==> config.mk <==
export PLATFORM = sky130hd
export DESIGN_NAME = wb_write_arbiter
export DESIGN_NICKNAME = d
export VERILOG_FILES = /design/src/rtl/wb_write_arbiter.sv
export SDC_FILE = /design/constraint.sdc
export NUM_CORES = 1
export LEC_CHECK = 0
export CORE_MARGIN = 2
export CORE_UTILIZATION = 30
export DETAILED_ROUTE_END_ITERATION = 10
export PLACE_DENSITY_LB_ADDON = 0.08
export SKIP_CTS_REPAIR_TIMING = 1
export SYNTH_ARGS = -nofsm -noshare
export SYNTH_HDL_FRONTEND = slang
export SYNTH_SLANG_ARGS = --single-unit
==> constraint.sdc <==
create_clock -name clk_i -period 3.9 [get_ports clk_i]
set_clock_uncertainty 0.2 [all_clocks]
set_input_delay 0.39 -clock clk_i [delete_from_list [all_inputs] [get_ports clk_i]]
set_output_delay 0.39 -clock clk_i [all_outputs]
set_load 0.05 [all_outputs]
==> src/rtl/wb_write_arbiter.sv <==
// wb_write_arbiter: owns the register-file write port, merging ALU results with FIFO-buffered load results
// Ports: clk_i/rst_i (async active-low reset); alu_* unstallable ALU result; mem_* load handshake;
//        RDaddr_o/RDdata_o/RegWrite_o registered write port; pending_o live queued-rd mask; count_o FIFO occupancy
module wb_write_arbiter #(
    parameter int DEPTH = 4
) (
    input  logic                       clk_i,
    input  logic                       rst_i,
    input  logic                       alu_valid_i,
    input  logic [4:0]                 alu_rd_i,
    input  logic [31:0]                alu_data_i,
    input  logic                       mem_valid_i,
    input  logic [4:0]                 mem_rd_i,
    input  logic [31:0]                mem_data_i,
    output logic                       mem_ready_o,
    output logic [4:0]                 RDaddr_o,
    output logic [31:0]                RDdata_o,
    output logic                       RegWrite_o,
    output logic [31:0]                pending_o,
    output logic [$clog2(DEPTH+1)-1:0] count_o
);
    localparam int AW = $clog2(DEPTH);
    localparam int CW = $clog2(DEPTH + 1);
    logic [4:0]       q_rd [DEPTH];
    logic [31:0]      q_data [DEPTH];
    logic [DEPTH-1:0] q_vld, q_kill;
    logic [AW-1:0]    wp, rp;
    logic             alu_live, acc, pop, bypass, push;
    assign mem_ready_o = count_o < CW'(DEPTH);
    always_comb begin
        alu_live = alu_valid_i && alu_rd_i != 5'd0;
        acc      = mem_valid_i && mem_ready_o;
        pop      = !alu_live && count_o != '0;
        bypass   = acc && mem_rd_i != 5'd0 && !alu_live && count_o == '0;
        push     = acc && mem_rd_i != 5'd0 && !bypass;
    end
    always_comb begin
        pending_o = '0;
        for (int i = 0; i < DEPTH; i++)
            if (q_vld[i] && !q_kill[i]) pending_o[q_rd[i]] = 1'b1;
        pending_o[0] = 1'b0;
    end
    always_ff @(posedge clk_i) begin
        if (push) begin
            q_rd[wp]   <= mem_rd_i;
            q_data[wp] <= mem_data_i;
        end
    end
    always_ff @(posedge clk_i or negedge rst_i) begin
        if (!rst_i) begin
            q_vld      <= '0;
            q_kill     <= '0;
            wp         <= '0;
            rp         <= '0;
            count_o    <= '0;
            RegWrite_o <= 1'b0;
            RDaddr_o   <= '0;
            RDdata_o   <= '0;
        end else begin
            // stale slots may get flagged too; a push rewrites its flag
            for (int i = 0; i < DEPTH; i++)
                if (alu_live && q_rd[i] == alu_rd_i) q_kill[i] <= 1'b1;
            if (pop) begin
                q_vld[rp] <= 1'b0;
                rp        <= rp + 1'b1;
            end
            // a load pushed alongside an ALU write to the same rd is the older write
            if (push) begin
                q_vld[wp]  <= 1'b1;
                q_kill[wp] <= alu_live && alu_rd_i == mem_rd_i;
                wp         <= wp + 1'b1;
            end
            count_o    <= count_o + CW'(push) - CW'(pop);
            RegWrite_o <= alu_live || bypass || (pop && !q_kill[rp]);
            RDaddr_o   <= alu_live ? alu_rd_i : pop ? q_rd[rp] : bypass ? mem_rd_i : RDaddr_o;
            RDdata_o   <= alu_live ? alu_data_i : pop ? q_data[rp] : bypass ? mem_data_i : RDdata_o;
        end
    end
endmodule

======== Word-level counts from Yosys, hierarchy flattened ========
Memory sizes are Yosys's and may differ from the RTL's.
Cells that the tools add are included.
Widths: inputs -> output; s select.
cells by class
  add/subtract/negate cells ............... 4
  magnitude comparators ................... 13
  equal/unequal tests ..................... 5
  muxes and demuxes ....................... 34
  bitwise logic cells ..................... 6
  reduce and logical (&&, ||, !) cells .... 37
operators by type and width
  cell                 number
  $mux 32              7
  $or 32x32->32        3
  $eq 5x5->1           5
  $lt 5x6->1 const B   4
  $logic_and 1x1->1    23
  $demux 1 s5          4
  $ge 5x1->1 const B   4
  $mux 5               3
  $mux 1               13
  $mux 4               3
  $reduce_bool 5->1    2
  $logic_not 1->1      7
  $lt 2x3->1 const B   2
  $reduce_bool 3->1    2
  $add 2x1->2 const B  2
  $and 4x4->4          1
  $bwmux 4             1
  $demux 1 s2          2
  $ge 2x1->1 const B   2
  $not 4->4            1
  $or 4x4->4           1
  $add 3x1->3          1
  $logic_not 3->1      1
  $lt 3x3->1 const B   1
  3 further kinds      4
storage, ports and cells
  register bits after elaboration ......... 53
  bits in writable memories ............... 148
  bits of input ports ..................... 78
  output and inout port bits .............. 74
  word-level logic and storage cells ...... 109
  memories ................................ 2
memory list
  name    depth  bits a word  rd ports  clocked after Yosys merged registers in  wr ports  RTL line  RTL
  q_data  4      32           1         0                                        1         25        logic [31:0] q_data [DEPTH];
  q_rd    4      5            5         0                                        1         24        logic [4:0] q_rd [DEPTH];

======== Longest topological paths before layout ========
An unclocked memory read counts as a cell.
  word-level depth ........................ 12
  gate-level depth with buffers ........... 13
  mapped depth without buffers ............ 11

======== Least setup slack after synthesis ========
OpenSTA, ideal clock, no wires.
  path type ............................... flip-flop to flip-flop
  start ................................... register count_o[2]
  end ..................................... register count_o[2]
  setup time .............................. 146 ps
  arrival ................................. 2947 ps
  data required time ...................... 3554 ps
  setup slack ............................. 607 ps
  stages on the path, launching flop included .. 13
  buffers on the path ..................... 1
  clock period less this slack ............ 3293 ps
  cells stage by stage .................... dfrtp_1 inv_1 o311a_1 clkbuf_1 and2_1 inv_1 ha_1 inv_1 ha_1 inv_1 fa_1 xnor2_1 xnor2_1
between the ends
  longest elaborated chain between the ends .. 9
  elaborated cells on any way between the ends .. 12
  those cells by class .................... 2 x add/sub; 1 x order compare; 9 x reduce/logical
RTL lines
  item                            RTL line  RTL
  start, declared                 20        output logic [$clog2(DEPTH+1)-1:0] count_o
  start signal, assigned          73        count_o <= count_o + CW'(push) - CW'(pop);
  $lt 3x3->1 *                    29        assign mem_ready_o = count_o < CW'(DEPTH);
  named net mem_ready_o           15        output logic mem_ready_o,
  $logic_and 1x1->1 *             32        acc = mem_valid_i && mem_ready_o;
  $logic_and 1x1->1 *             34, 35
  $logic_and 1x1->1 (2 in a row)  34        bypass = acc && mem_rd_i != 5'd0 && !alu_live && count_o == '0;
  $logic_not 1->1                 35        push = acc && mem_rd_i != 5'd0 && !bypass;
  $logic_and 1x1->1 *             35
  $add 3x1->3 *                   73
  $sub 3x1->3 *                   73
The timed path passes the listed nets; every way through them passes the cells marked *.
A chain may end at the register's enable or synchronous reset.

==> impl_metrics.yaml <==
power:
  max-vdd-ir-drop_mv: 0.301
  cellPowerDensity_nw_per_um2: 719
  power.leakage_uw: 0.00453
  power_uw: 8920
clock_network:
  clkTransAtPathRegs_ns: 0.06
  cts_tree: "done"
  cts_buffers: 23
  clock_latency_ns: 0.51
  cts_root_buf: "clkbuf_16"
  h-tree-depth: 1
  clkSinkCount: 201
  clockBufferDepth: 3
cells_and_area:
  final_core_utilization: 0.391
  syn_to_final_growth_pct: 27.6
  fillers: 3010
  seqCellArea_um2: 5770
  drive_above_1_share: 0.126
  multiInputGateArea_um2: 3500
  fin_nets: 978
  fin_area_um2: 12400
  fin_cells: 1309
worst_hold_path:
  hp-class: "register to register"
  whs_path_depth: 1
synthesis:
  synth_top_family_by_area: "compound AO/OA/AOI/OAI gates"
  yosysSeqAreaShare: 0.593
  syn_area_per_cell_um2: 12.9
  postSynthCellCount: 752
  synth_compound_area_frac: 0.112
  syn_nets: 841
  synth-xor-area-share: 0.0261
  syn_area_um2: 9730
  async_flop_share: 0.264
  synthTopCellsByArea: "edfxtp_1, dfrtp_1, mux4_2, o22ai_1, nand2_1"
  synth_top_area_cell: "edfxtp_1"
  synth_top_flop_cell: "edfxtp_1"
  synth.most_common_cell: "edfxtp_1"
  ys_ff_latch: 201
  synthDistinctLibCells: 55
  synthAdderAreaFrac: 0.0149
  synth_top_cell_area_share: 0.457
  synthTopCellsByCount: "edfxtp_1, nand2_1, o22ai_1"
  muxShareOfSynthArea: 0.0948
  synthSimpleGateAreaFrac: 0.109
  synth_edf_count: 148
  ys_warn_count: 0
floorplanning:
  start_util: 0.307
  dieHeight_um: 184
  die_area_um2: 33900
  row_count: 65
  io_pins: 152
  core_um2: 31700
  die_x_um: 184
setup_path:
  arrival_ns: 2.94
  required_ns: 3.31
  rr_worst_depth: 6
  worstPathMaxFanout: 10
  setup.worst_path.start_class: "register"
  crit_path_end_kind: "output pin"
  crit_type: "register to output pin"
grt:
  grt_busiest_layer: "met2"
  gr-total-overflow: 0
  grt_pass1_vias: 7371
  grt_pass1_wl_um: 46100
  grtUsageMet2: 0.326
  grt_max_degree: 58
  grt_use_met3: 0.0285
  antenna_found_initial: 2
  grt_usage: 0.179
  met1_usage: 0.221
sta:
  setup_tns_ns: 0
  slew_headroom: 0.445
  setup_viol: 0
  tightest_slew_ns: 0.833
  slew_viol_final: 0
  hold_violations: 0
  rsz0062_at_grt: "false"
  final.min_clock_period_ns: 3.53
  fmax_mhz: 283
  finalCritPeriodShare: 0.905
place:
  place_hpwl_um: 20000
  dp.cells: 1265
  placed_cell_area_um2: 11700
  routabilityCongestion: 0.806
  io_buffers: 150
run_status:
  outcome: "complete, no violations"
route:
  drc: 0
  dr.pass1.iters: 5
  wl_per_cell_um: 23.3
  via_count: 7068
  routed_via_density: 5.40
  routed_wl_um: 30500
  drt_iter0_markers: 501
  ant_nets: 0
job:
  cap_violations: 0
-- cell usage in the layout (no fill, tap or decap), types with 3 or more instances in the layout --
master	n
or3_1	5
nor2_1	11
edfxtp_1	148
nor3b_1	6
a41oi_1	4
clkbuf_1	7
o221ai_1	23
nor4bb_1	4
clkdlybuf4s50_1	149
and3_1	38
nand2_1	87
xnor2_1	13
clkinv_2	4
dfrtp_1	51
and3_2	4
a21o_1	4
clkinv_1	4
clkbuf_16	23
and3b_1	4
a32oi_1	3
mux2i_1	4
inv_1	49
o21ai_0	4
mux4_2	38
buf_4	22
nand3b_1	7
o22ai_1	69
ha_1	10
or3b_2	3
buf_12	3
xor2_1	16
nor3_1	7
nand3_1	9
a22oi_1	28
o211ai_1	7
-- worst max-delay path: stages, from the launching register on --
cell             delay (ns)
edfxtp_1               0.68
or3b_2                 0.55
o221ai_1               0.32
clkdlybuf4s50_1        0.88
-- flip-flops by register name (all words and copies together), names as in the netlist --
signal      count
rp              2
q_rd           20
RegWrite_o      1
RDaddr_o        5
RDdata_o       32
q_data        128
q_kill          4
count_o         3
wp              2
q_vld           4
-- path summary, 6_finish.rpt --
kind                                 to  startpoint  slack [ns]
max                        pending_o[9]  q_rd[0][3]        0.37
min                            q_vld[1]    q_vld[1]        0.31
max reg2reg                 RDdata_o[2]  count_o[1]        0.92
min reg2reg                    q_vld[1]    q_vld[1]        0.31
max in group asynchronous  RDdata_o[25]       rst_i        2.27
min in group asynchronous   RDdata_o[5]       rst_i        0.32
-- power by group --
group	total (uW)	switching, uW	internal [uW]
logic	3670	2240	1430
registers	3210	406	2800
clock network	2050	830	1220
total	8920	3470	5450
-- metrics by stage --
| step | hold WS, ns | setup WS [ns] |
|---|---|---|
| 2_1_floorplan | -0.106 | 0.607 |
| 3_3_place_gp | 0.297 | 0.442 |
| 3_5_place_dp | 0.296 | 0.384 |
| 4_1_cts | -0.199 | 0.366 |
| 5_1_grt | 0.336 | 0.286 |
| 6_report | 0.311 | 0.372 |
-- area by class of cell --
type,instances,area share
Inverter,49,0.0148
Clock buffer,30,0.0485
Clock inverter,12,0.00897
Antenna cell,1,0.000202
Multi-Input combinational cell,438,0.282
Sequential cell,201,0.465
Tap cell,402,0.0405
Timing Repair Buffer,176,0.140
-- kinds of logic after synthesis --
logic type / after synthesis
flip-flops: 201
AND/OR/NAND/NOR: 201
other: 1
multiplexers: 44
buffers and inverters: 113
adder cells (fa/ha/maj): 11
XOR/XNOR: 29
AO/OA/AOI/OAI: 152
-- layer usage --
layer	part of all wire	wire length, um
met1	0.41	12500
met2	0.52	15900
met3	0.053	1630
met4	0.017	514
met5	0	0
Power figures use the tool's default switching activity.
